File: src/rtl/tty_pkg.sv
// Shared types and register map for the tty port controller.
package tty_pkg;

  typedef enum logic [2:0] {
    R_IDLE, R_SETTLE, R_CAPTURE, R_ACK, R_GAP
  } rx_state_t;

  typedef enum logic [1:0] {
    T_IDLE, T_WAIT, T_SETUP, T_STROBE
  } tx_state_t;

  localparam logic [1:0] A_RXDATA = 2'd0;
  localparam logic [1:0] A_STATUS = 2'd1;
  localparam logic [1:0] A_TXDATA = 2'd2;
  localparam logic [1:0] A_CTRL   = 2'd3;

  localparam int S_DTR     = 0;
  localparam int S_TX_BUSY = 1;
  localparam int S_TX_OVR  = 2;
  localparam int S_RX_OVR  = 3;

endpackage

File: src/rtl/tty_rx_fifo.sv
// Small receive FIFO; count is one bit wider than the pointers so full never aliases empty.
module tty_rx_fifo #(
  parameter int DEPTH = 4,
  parameter int WIDTH = 8
) (
  input  logic                       clk,
  input  logic                       rst_n,
  input  logic                       push,
  input  logic [WIDTH-1:0]           din,
  input  logic                       pop,
  output logic [WIDTH-1:0]           dout,
  output logic                       full,
  output logic                       empty,
  output logic [$clog2(DEPTH):0]     count
);

  localparam int AW = $clog2(DEPTH);
  localparam int CW = AW + 1;

  logic [WIDTH-1:0] mem [DEPTH];
  logic [AW-1:0]    wr_ptr;
  logic [AW-1:0]    rd_ptr;
  logic             push_ok;
  logic             pop_ok;

  assign full    = (count == CW'(DEPTH));
  assign empty   = (count == '0);
  assign push_ok = push & ~full;
  assign pop_ok  = pop & ~empty;
  assign dout    = mem[rd_ptr];

  always_ff @(posedge clk) begin
    if (push_ok) mem[wr_ptr] <= din;
  end

  always_ff @(posedge clk or negedge rst_n) begin
    if (!rst_n) begin
      wr_ptr <= '0;
      rd_ptr <= '0;
      count  <= '0;
    end else begin
      if (push_ok) wr_ptr <= wr_ptr + AW'(1);
      if (pop_ok)  rd_ptr <= rd_ptr + AW'(1);
      case ({push_ok, pop_ok})
        2'b10:   count <= count + CW'(1);
        2'b01:   count <= count - CW'(1);
        default: count <= count;
      endcase
    end
  end

endmodule

File: src/rtl/tty_port_ctrl.sv
// Memory-mapped tty port: receive/transmit handshakes, RX FIFO and CPU register decode.
module tty_port_ctrl
  import tty_pkg::*;
#(
  parameter int FIFO_DEPTH    = 4,
  parameter int SETTLE_CYCLES = 10,
  parameter int STROBE_CYCLES = 2
) (
  input  logic       clk,
  input  logic       rst_n,
  input  logic       cs,
  input  logic       we,
  input  logic [1:0] addr,
  input  logic [7:0] wdata,
  output logic [7:0] rdata,
  output logic       irq,
  input  logic [7:0] tty_td,
  input  logic       tty_rts,
  output logic       tty_cts,
  output logic [7:0] tty_rd,
  output logic       tty_dsr,
  input  logic       tty_dtr
);

  localparam int CNT_MAX = (SETTLE_CYCLES > STROBE_CYCLES) ? SETTLE_CYCLES : STROBE_CYCLES;
  localparam int CNT_W   = $clog2(CNT_MAX + 1);
  localparam logic [CNT_W-1:0] SETTLE_LAST = CNT_W'(SETTLE_CYCLES - 1);
  localparam logic [CNT_W-1:0] STROBE_LAST = CNT_W'(STROBE_CYCLES - 1);

  rx_state_t rx_state, rx_next;
  tx_state_t tx_state, tx_next;
  logic [CNT_W-1:0] rx_cnt, rx_cnt_d, tx_cnt, tx_cnt_d;
  logic rts_meta, rts_s, dtr_meta, dtr_s;
  logic rx_ie, tx_ie, rx_ovr, tx_ovr;
  logic fifo_push, fifo_pop, rx_full, rx_empty;
  logic [7:0] rx_head;
  logic [$clog2(FIFO_DEPTH):0] rx_count;
  logic rd_en, wr_en, rx_udr, tx_wr, ctrl_wr, tx_busy;

  // Two-flop synchronisers for the asynchronous terminal handshake lines
  always_ff @(posedge clk or negedge rst_n) begin
    if (!rst_n) begin
      {rts_meta, rts_s, dtr_meta, dtr_s} <= '0;
    end else begin
      rts_meta <= tty_rts;
      rts_s    <= rts_meta;
      dtr_meta <= tty_dtr;
      dtr_s    <= dtr_meta;
    end
  end

  assign rd_en    = cs & ~we;
  assign wr_en    = cs & we;
  assign fifo_pop = rd_en & (addr == A_RXDATA) & ~rx_empty;
  assign rx_udr   = rd_en & (addr == A_RXDATA) & rx_empty;
  assign tx_wr    = wr_en & (addr == A_TXDATA);
  assign ctrl_wr  = wr_en & (addr == A_CTRL);
  assign tx_busy  = (tx_state != T_IDLE);
  assign tty_cts  = (rx_state == R_ACK);
  assign tty_dsr  = (tx_state == T_STROBE);
  assign irq      = (rx_ie & ~rx_empty) | (tx_ie & ~tx_busy);

  tty_rx_fifo #(.DEPTH(FIFO_DEPTH), .WIDTH(8)) u_fifo (
    .clk(clk), .rst_n(rst_n), .push(fifo_push), .din(tty_td), .pop(fifo_pop),
    .dout(rx_head), .full(rx_full), .empty(rx_empty), .count(rx_count)
  );

  always_ff @(posedge clk or negedge rst_n) begin
    if (!rst_n) begin
      rx_state <= R_IDLE;
      tx_state <= T_IDLE;
      rx_cnt   <= '0;
      tx_cnt   <= '0;
    end else begin
      rx_state <= rx_next;
      tx_state <= tx_next;
      rx_cnt   <= rx_cnt_d;
      tx_cnt   <= tx_cnt_d;
    end
  end

  // No new receive starts while the FIFO is full, which holds the terminal off
  always_comb begin
    rx_next   = rx_state;
    rx_cnt_d  = rx_cnt;
    fifo_push = 1'b0;
    case (rx_state)
      R_IDLE:    if (rts_s && !rx_full) begin rx_next = R_SETTLE; rx_cnt_d = '0; end
      R_SETTLE:  if (!rts_s) rx_next = R_IDLE;
                 else if (rx_cnt == SETTLE_LAST) rx_next = R_CAPTURE;
                 else rx_cnt_d = rx_cnt + CNT_W'(1);
      R_CAPTURE: begin fifo_push = 1'b1; rx_next = R_ACK; rx_cnt_d = '0; end
      R_ACK:     if (rx_cnt == STROBE_LAST) begin rx_next = R_GAP; rx_cnt_d = '0; end
                 else rx_cnt_d = rx_cnt + CNT_W'(1);
      R_GAP:     if (rx_cnt == SETTLE_LAST) rx_next = R_IDLE;
                 else rx_cnt_d = rx_cnt + CNT_W'(1);
      default:   rx_next = R_IDLE;
    endcase
  end

  always_comb begin
    tx_next  = tx_state;
    tx_cnt_d = tx_cnt;
    case (tx_state)
      T_IDLE:   if (tx_wr) tx_next = T_WAIT;
      T_WAIT:   if (dtr_s) tx_next = T_SETUP;
      T_SETUP:  begin tx_next = T_STROBE; tx_cnt_d = '0; end
      T_STROBE: if (tx_cnt == STROBE_LAST) tx_next = T_IDLE;
                else tx_cnt_d = tx_cnt + CNT_W'(1);
      default:  tx_next = T_IDLE;
    endcase
  end

  always_ff @(posedge clk or negedge rst_n) begin
    if (!rst_n) begin
      tty_rd <= 8'h00;
      rx_ie  <= 1'b0;
      tx_ie  <= 1'b0;
      rx_ovr <= 1'b0;
      tx_ovr <= 1'b0;
    end else begin
      if (tx_wr && !tx_busy) tty_rd <= wdata;
      if (ctrl_wr) begin
        rx_ie <= wdata[0];
        tx_ie <= wdata[1];
      end
      if (ctrl_wr && wdata[7]) rx_ovr <= 1'b0;
      else if (rx_udr)         rx_ovr <= 1'b1;
      if (ctrl_wr && wdata[7])  tx_ovr <= 1'b0;
      else if (tx_wr && tx_busy) tx_ovr <= 1'b1;
    end
  end

  always_comb begin
    rdata = 8'h00;
    if (rd_en) begin
      case (addr)
        A_RXDATA: rdata = rx_empty ? 8'h00 : rx_head;
        A_STATUS: rdata = {4'(rx_count), rx_ovr, tx_ovr, tx_busy, dtr_s};
        A_CTRL:   rdata = {6'b0, tx_ie, rx_ie};
        default:  rdata = 8'h00;
      endcase
    end
  end

endmodule

File: config.mk
export PLATFORM = sky130hd
export DESIGN_NAME = tty_port_ctrl
export DESIGN_NICKNAME = d
export VERILOG_FILES = /design/src/rtl/tty_pkg.sv /design/src/rtl/tty_rx_fifo.sv /design/src/rtl/tty_port_ctrl.sv
export SDC_FILE = /design/constraint.sdc
export NUM_CORES = 1
export LEC_CHECK = 0
export CAP_MARGIN = 20
export CORE_ASPECT_RATIO = 1.75
export CORE_UTILIZATION = 49
export DETAILED_ROUTE_END_ITERATION = 10
export GPL_TIMING_DRIVEN = 0
export HOLD_SLACK_MARGIN = 0.05
export PLACE_DENSITY = 0.75
export SYNTH_ARGS = -nofsm -noshare
export SYNTH_HDL_FRONTEND = slang
export SYNTH_HIERARCHICAL = 1
export SYNTH_SLANG_ARGS = --single-unit
File: constraint.sdc
create_clock -name clk -period 2.1 [get_ports clk]
set_input_delay 0.42 -clock clk [delete_from_list [all_inputs] [get_ports clk]]
set_output_delay 0.42 -clock clk [all_outputs]
set_load 0.05 [all_outputs]
==> metrics.txt <==
outcome=complete, but fails checks; violated checks=negative setup slack; P_leak=1.68 nW; switching share of power=36.2%; Worst R2R End=u_fifo/count[2]$_DFFE_PN0P_; IO Port Bufs=41; final worst slack=-160 ps; RSZ-0062 raised after global routing=yes; EDFF count, synth=32; Clk Latency, worst-skew pair=340 ps; Reg power frac=38.1%; initial drt markers=109; CTS tree=yes; #FFs+latches synth=68; Tot GR Track Use=19.2%; Util after Layout=65.8%; top-area cell type share of the netlist area=30.4%; Critical Path Max Stage Delay=510 ps; GPL Wtd Cong=0.792; TritonCTS Buffers=9; clock skew=4.72 ps; Post-Synth Adder-Cell Area=5.77%; Simple-Gate Fraction of Synth Area=11.2%; nets=335; pre-CTS WS=-889 ps; mux cell area share after synthesis=12.3%; internal power=0.00328 W; Post-Syn Nets=267; Reg2Reg Depth=9; hpwl dp=4040 um; Seq/Total Area, Yosys=58.8%; Compound-Gate Fraction of Synth Area=7.35%; Clk pin slew, worst setup/hold paths=70 ps; Post-Syn Area=3160 um^2; Final period util=108%; GRT overflow=0; clock tree buffer depth=2; Worst setup EP type=output port; yosys synthesis warning count=6; clock power share=19.1%; full die area=6800 um^2; power share of the combinational group=42.8%; Max Slew Vio Count=0; drt pass-1 iters=4; Data arrival, critical path=1840 ps; worst min path class=in -> async; num rows=38; power density cells=1260 nW/um^2; peak supply drop=0.619 mV; WP buf/inv=2; DR WL/cell=15.7 um; Vias/cell=5.46; area leader, netlist=edfxtp_1; maxcap violations=0; Worst-Margin Slew=823 ps; Hold Vio Cnt, Final=0; first-pass GRT wire length=9590 um; Syn Inst Count=229; top-count cell post-synth=dfrtp_1; vias in the first global route=2123; total power=0.00515 W; Top Ports=43; Slew HR=45.1%; critical path type=reg -> out; Clock Tree Root=clkbuf_8; CP startpoint kind=flip-flop; CTS sink cnt=68; ranking of synthesized cells by area=edfxtp_1 30%, dfrtp_1 28%, mux4_2 5.7%, ha_1 5.1%, mux2_2 3.9%; initial core utilization=50.8%; initial antenna violation count=0; Synth async-reset ratio=52.9%; xor and xnor fraction of the mapped netlist area=1.94%; Worst Path Max Fanout=5; Mean Syn Cell Area=13.8 um^2; reg2reg start=u_fifo/count[1]$_DFFE_PN0P_; DRC Markers=0; Core Area=6230 um^2; post-layout min period=2260 ps; Main synth FF type=dfrtp_1; largest delay contributor family on the critical path=multiplexers; overall via count from detail_route=2084; FF-to-FF setup slack=-30 ps; Layout fillers=476; share of layout cells above drive strength 1=32.5%; synth cell count leaders=36 x dfrtp_1, 32 x edfxtp_1, 14 x inv_1; Die Height=108 um; library cells used by synthesis=45; combinational family with the most area after synthesis=multiplexers; crit-path cells=buf_8 > mux4_2 > a22oi_2 > o21a_1 > nor2_2 > buf_6; final setup TNS=-800 ps; area growth from synthesis to layout=29.6%; Ant. Diodes=0; highest clock rate=0.443 GHz; DIE WIDTH=62.7 um; largest net degree at the start of global routing=37; Finish-stage setup viols=9; Post-DRT Antenna Nets=0; slowest cell on the critical path=mux4_2; switching power total=0.00187 W; Worst EP required=1680 ps; wirelength, routed=6010 um; CTS H-tree lvls=3
==> worst max-delay path by stage <==
stage	cells after the start	slack [ps]	end	from
floorplan	9	-50	u_fifo/count[2]$_DFFE_PN0P_	addr[1]
global placement	5	-900	rdata[3]	addr[0]
detailed placement	5	-890	rdata[3]	addr[0]
CTS	6	-190	rdata[0]	u_fifo/rd_ptr[0]$_DFFE_PN0P_
global route	6	-240	rdata[0]	u_fifo/rd_ptr[0]$_DFFE_PN0P_
finish	6	-160	rdata[0]	u_fifo/rd_ptr[0]$_DFFE_PN0P_
==> worst register-to-register path: cells and delay by family (launching register included) <==
family | cells | cell delay (ps)
simple gates | 3 | 720
fa+ha+maj | 2 | 460
flops | 1 | 440
xor+xnor | 2 | 340
buf+inv | 2 | 90
==> through the flow <==
step | area, um^2 | hold slack, ps | instances
2_1_floorplan | 3200 | 124 | 229
3_3_place_gp | 3710 | 334 | 350
3_5_place_dp | 3700 | 335 | 350
4_1_cts | 4080 | 181 | 377
5_1_grt | 4100 | 221 | 382
6_report | 4100 | 171 | 382
==> routing by layer <==
layer	vias up	wire length (um)	GRT usage [%]	part of all wire, %
met5	-	0	0	0
met4	0	242	12.3	4.0
met3	19	230	5.91	3.8
met2	47	3340	34.1	55
met1	1039	2210	19.3	37
li1	979	-	-	-
==> what timing repair did <==
action	in CTS	in global routing
pin swaps	6	4
gates resized for setup	94	7
hold buffers	0	0
endpoints found under the setup margin	13	12
buffers inserted	11	6
gates cloned	1	0
==> registers in the layout (all words and copies together) (netlist names) <==
name           count
rx_cnt             4
tx_cnt             4
dtr_meta           1
tx_ie              1
tty_rd             8
rts_s              1
u_fifo/count       3
rx_ie              1
rts_meta           1
u_fifo/mem        32
rx_state           3
u_fifo/wr_ptr      2
tx_ovr             1
rx_ovr             1
dtr_s              1
tx_state           2
u_fifo/rd_ptr      2
==> kinds of logic after synthesis <==
group | Yosys count
AO/OA/AOI/OAI | 32
flip-flops | 68
multiplexers | 27
adder cells (fa/ha/maj) | 14
buffers and inverters | 19
AND/OR/NAND/NOR | 62
XOR/XNOR | 7
==> area by class of cell <==
cell class / instances / area (um^2) / area share [%]
Multi-Input combinational cell: 142 / 1290 / 31.5
Clock buffer: 12 / 165 / 4.03
Clock inverter: 4 / 22.5 / 0.549
Tap cell: 80 / 100 / 2.44
Sequential cell: 68 / 1870 / 45.5
Inverter: 14 / 55.1 / 1.34
Timing Repair Buffer: 58 / 551 / 13.4
Buffer: 4 / 47.5 / 1.16
==> power groups by stage <==
stage | logic, W | registers, W | clock network [W]
global route | 0.00237 | 0.00201 | 0.00107
finish | 0.00220 | 0.00196 | 0.000982
CTS | 0.00217 | 0.00197 | 0.00102
floorplan | 0.00123 | 0.00211 | 0
global placement | 0.00189 | 0.00193 | 0
detailed placement | 0.00194 | 0.00194 | 0
==> layout by cell type, fill, tap and decap left out, drive strengths merged, types with 2 or more instances in the layout <==
cell / n
dfrtp: 36
edfxtp: 32
buf: 29
clkdlybuf4s50: 26
clkbuf: 15
inv: 14
ha: 13
mux2: 12
nand2: 10
o21ai: 10
nor2: 10
nand3: 9
mux4: 8
mux2i: 7
a22o: 5
nor2b: 5
and2: 5
xnor2: 4
and3: 4
nor3: 4
a21oi: 4
o21a: 3
nand4: 3
nand3b: 3
clkinv: 3
dlygate4sd2: 3
xor2: 3
nand2b: 3
a21boi: 3
a31oi: 2
nor3b: 2
Power figures use the tool's default switching activity.
==> RTL edit 1, RTL diff (config.mk and constraints unchanged) <==
The parameter `FIFO_DEPTH` goes from 4 to 8.
--- a/src/rtl/tty_port_ctrl.sv
+++ b/src/rtl/tty_port_ctrl.sv
@@ -3,5 +3,5 @@
   import tty_pkg::*;
 #(
-  parameter int FIFO_DEPTH    = 4,
+  parameter int FIFO_DEPTH    = 8,
   parameter int SETTLE_CYCLES = 10,
   parameter int STROBE_CYCLES = 2
Behaviour: same outputs for any inputs over 10 cycles, from zero or initial values and one cycle with rst_n low; that may be too few to reach the edited logic, so the function may still have changed.
==> RTL edit 1 against the original RTL <==
- the run still ends with negative setup slack left
- worst setup slack lost 0.43 ns
- combinational power is 22% higher
- sequential cell count is 35 higher
- area after synthesis up 50%
- cell area rose by 51%
- wire length is 61% higher
- total power increased by 38%
- worst hold slack better by 0.026 ns
==> RTL edit 1: results <==
export IMPL_ys_async_sr_fraction_pct=37.86
export IMPL_multi_input_area_share_pct=31.06
export IMPL_use_met3_pct=3.599
export IMPL_postPlaceCellArea_um2=5395
export IMPL_synth_cell_types=57
export IMPL_met3_length_um=371
export IMPL_r2r_setup_slack_ns=-0.41
export IMPL_peakVddDrop_mv=0.9951
export IMPL_fin_nets=430
export IMPL_area_delta_synth_final_pct=30.04
export IMPL_cpPeakStageDelay_ns=0.55
export IMPL_inv_count=16
export IMPL_layout_nonclk_buf_share_pct=13.36
export IMPL_synthTopCellsByArea="edfxtp_1 (40%), dfrtp_1 (21%), mux4_1 (8.8%)"
export IMPL_r2r_end="u_fifo/count[3]"
export IMPL_synth_nets=345
export IMPL_wl_um=9708
export IMPL_ff2ff_path_depth=8
export IMPL_drive_above_1_share_pct=37.53
export IMPL_tightestPinTransition_ns=0.9138
export IMPL_biggestRegsByFlops="u_fifo/mem x64, tty_rd x8"
export IMPL_grtUsageMet2_pct=36.39
export IMPL_violations="negative setup slack"
export IMPL_grt_pass1_wl_um=15530
export IMPL_crit_arrival_ns=2.27
export IMPL_synth_edf_count=64
export IMPL_fin_ws_ns=-0.5865
export IMPL_grt_usage_pct=20.43
export IMPL_synthCells=307
export IMPL_fin_setup_tns_ns=-5.621
export IMPL_num_vias=2901
export IMPL_pre_cts_ws_ns=-1.181
export IMPL_instances_no_fill=519
export IMPL_crit_end="rdata[2]"
export IMPL_grt_pass1_vias=3015
export IMPL_nFillCells=668
export IMPL_status="finished, violations left"
export IMPL_synth_common_cells="edfxtp_1 (64), dfrtp_1 (39), mux4_1 (16), nor2_1 (16)"
export IMPL_cts_resized=110
export IMPL_synth_top_cell_area_share_pct=40.44
export IMPL_met1Wirelength_um=3708
export IMPL_num_nonclk_buffers=83
export IMPL_finalSetupViolCount=19
export IMPL_cts_setup_buffers=17
[RTL edit 1: how the worst min path moves through the flow]
stage               startpoint     endpoint  slack (ns)  cells past startpoint
floorplan                rst_n     dtr_meta        0.12                      0
global placement      rts_meta        rts_s        0.33                      0
detailed placement    rts_meta        rts_s        0.34                      0
CTS                      rst_n     rts_meta        0.22                      1
global route             rst_n  rx_state[2]        0.27                      1
finish                   rst_n  rx_state[2]        0.20                      1
[RTL edit 1: kinds of logic after synthesis]
group,after synthesis,synth area share (%)
flops,103,60.98
simple gates,79,9.979
mux,42,15.51
compound gates,37,5.740
buf+inv,25,2.659
fa+ha+maj,14,3.844
xor+xnor,7,1.290
[RTL edit 1: where the power goes]
group / internal (W) / switching [W] / total (W)
Combinational: 0.00140 / 0.00129 / 0.00268
Sequential: 0.00238 / 0.000260 / 0.00264
Clock: 0.000964 / 0.000797 / 0.00176
==> RTL edit 2, RTL diff (same flow settings) <==
Without the edit above. Put a register stage on the output `tty_cts`, cleared by the reset. The value now appears one clock later. The other outputs are not delayed to match.
--- a/src/rtl/tty_port_ctrl.sv
+++ b/src/rtl/tty_port_ctrl.sv
@@ -57,5 +57,11 @@
   assign ctrl_wr  = wr_en & (addr == A_CTRL);
   assign tx_busy  = (tx_state != T_IDLE);
-  assign tty_cts  = (rx_state == R_ACK);
+  always_ff @(posedge clk or negedge rst_n) begin
+    if (!rst_n) begin
+      tty_cts <= '0;
+    end else begin
+      tty_cts <= (rx_state == R_ACK);
+    end
+  end
   assign tty_dsr  = (tx_state == T_STROBE);
   assign irq      = (rx_ie & ~rx_empty) | (tx_ie & ~tx_busy);
Function: same outputs for any inputs over 10 cycles, from zero or initial values and one cycle with rst_n low; that may be too few to reach the edited logic, so the function may still have changed.
==> RTL edit 2 against the original RTL <==
- the flow still finishes with violations (negative setup slack)
- sequential power rose by 3%
- critical path type unchanged
- area after synthesis increased by 1.2%
- total power grew 5.2%
- die area grew 1.2%
- largest power group unchanged
- worst setup slack better by 0.0073 ns
- sequential cell count rose by 1
- wire length is 0.57% higher
- critical path depth is the same
- global-route usage up 0.54 points
- cell area increased by 1.0%
==> RTL edit 2: results <==
export IMPL_diodes=0
export IMPL_fin_nets=331
export IMPL_instances_no_fill=378
export IMPL_ys_warn_count=6
export IMPL_r2r_setup_slack_ns=0.01
export IMPL_gp_congestion=0.8517
export IMPL_biggestRegsByFlops="u_fifo/mem x32, tty_rd x8"
export IMPL_relSlewSlack_pct=44.19
export IMPL_clockBufferDepth=2
export IMPL_antenna_found_initial=0
export IMPL_drt_pass1_iter_count=4
export IMPL_synth_yosys_seq_area_share_pct=58.93
export IMPL_finalSetupViolCount=8
export IMPL_grt_pass1_wl_um=9894
export IMPL_critPathMaxFanout=8
export IMPL_hp_class="input port to asynchronous set/reset pin"
export IMPL_violations="negative setup slack"
export IMPL_synth_common_cells="dfrtp_1 (37), edfxtp_1 (32), ha_1 (13), inv_1 (13), nor2_1 (13)"
export IMPL_fin_skew_ns=0.004036
export IMPL_fin_setup_tns_ns=-1.013
export IMPL_synthCells=229
export IMPL_grt_pass1_vias=2118
export IMPL_dpl_cell_count=350
export IMPL_wl_per_cell_um=16.00
export IMPL_holdWs_ns=0.1840
export IMPL_peakVddDrop_mv=0.7331
export IMPL_p_leak_nw=1.701
export IMPL_fin_ws_ns=-0.1525
export IMPL_status="finished, violations left"
export IMPL_synth_cell_types=50
export IMPL_port_buffers=41
export IMPL_post_dp_hpwl_um=4273
export IMPL_synth_ff_type="dfrtp_1"
export IMPL_viasPerCell=5.460
export IMPL_ys_async_sr_fraction_pct=53.62
export IMPL_crit_arrival_ns=1.83
export IMPL_synthTopCellsByArea="edfxtp_1 (30%), dfrtp_1 (29%), mux4_2 (5.6%)"
export IMPL_internal_power_w=0.003508
export IMPL_grt_usage_pct=19.77
export IMPL_r2r_end="u_fifo/count[2]"
export IMPL_drive_above_1_share_pct=29.19
export IMPL_r2r_start="u_fifo/count[0]"
export IMPL_drt_initial_drc_count=109
export IMPL_grt_start_max_net_pins=38
-- RTL edit 2: layer usage --
layer	GRT usage [%]	routed length (um)	vias to the layer above
met1	19.96	2266	1030
li1	-	-	969
met5	0	0	-
met4	12.13	183	0
met3	3.975	188	16
met2	36.64	3409	49
-- RTL edit 2: worst max path at each step --
stage	from	endpoint	slack, ns	depth (start not counted)
6_report	u_fifo/rd_ptr[0]	rdata[0]	-0.15	6
5_1_grt	u_fifo/rd_ptr[0]	rdata[0]	-0.23	6
4_1_cts	u_fifo/rd_ptr[0]	rdata[0]	-0.20	6
3_5_place_dp	addr[0]	rdata[6]	-0.98	5
3_3_place_gp	addr[0]	rdata[6]	-0.97	5
2_1_floorplan	addr[1]	u_fifo/count[2]	-0.05	9
-- RTL edit 2: cells by family (layout without fill, tap and decap cells) --
group,after synthesis,in the layout,synth area share (%)
DFF,69,69,58.93
adders and majority gates,14,14,5.706
and+or+nand+nor,62,62,11.25
muxes,26,26,11.84
xor gates and xnor gates,7,7,1.915
buffers and inverters,19,88,2.540
AOI/OAI and AO/OA,32,32,7.816
-- RTL edit 2: area by class of cell --
| type | instances | area (um^2) |
|---|---|---|
| fillers | 475 | 2132 |
| flip-flops and latches | 69 | 1891 |
| multi-input cells | 141 | 1309 |
| repair buffers | 54 | 519.2 |
| clock buffers | 12 | 155.1 |
| well taps | 80 | 100.1 |
| clock inverters | 4 | 70.07 |
| inverters | 14 | 52.55 |
| plain buffers | 4 | 47.55 |
-- RTL edit 2: power by group through the flow --
stage	clock network (W)	registers, W	logic (W)
floorplan	0	0.00218	0.00127
global placement	0	0.00197	0.00198
detailed placement	0	0.00199	0.00202
CTS	0.00124	0.00202	0.00216
global route	0.00128	0.00205	0.00240
finish	0.00120	0.00201	0.00221
-- RTL edit 2: timing repair --
item | CTS | global route
gates cloned | 0 | 0
pin swaps | 11 | 6
gates resized for setup | 88 | 2
setup buffers | 8 | 5
endpoints found under the setup margin | 12 | 12
-- RTL edit 2: stage by stage --
| step | cell area [um^2] | total power, W | setup WS (ns) |
|---|---|---|---|
| after floorplan | 3233 | 0.003446 | -0.04574 |
| after global placement | 3744 | 0.003946 | -0.9687 |
| after detailed placement | 3739 | 0.004011 | -0.9791 |
| after CTS | 4101 | 0.005418 | -0.1956 |
| after global routing | 4144 | 0.005738 | -0.2303 |
| final | 4144 | 0.005418 | -0.1525 |
-- RTL edit 2: critical path: stages (launching register included) --
cell and delay (ns):
dfrtp_1 0.37, buf_8 0.15, mux4_2 0.52, a22oi_2 0.14, o21a_1 0.14, nor2_2 0.04, buf_6 0.14
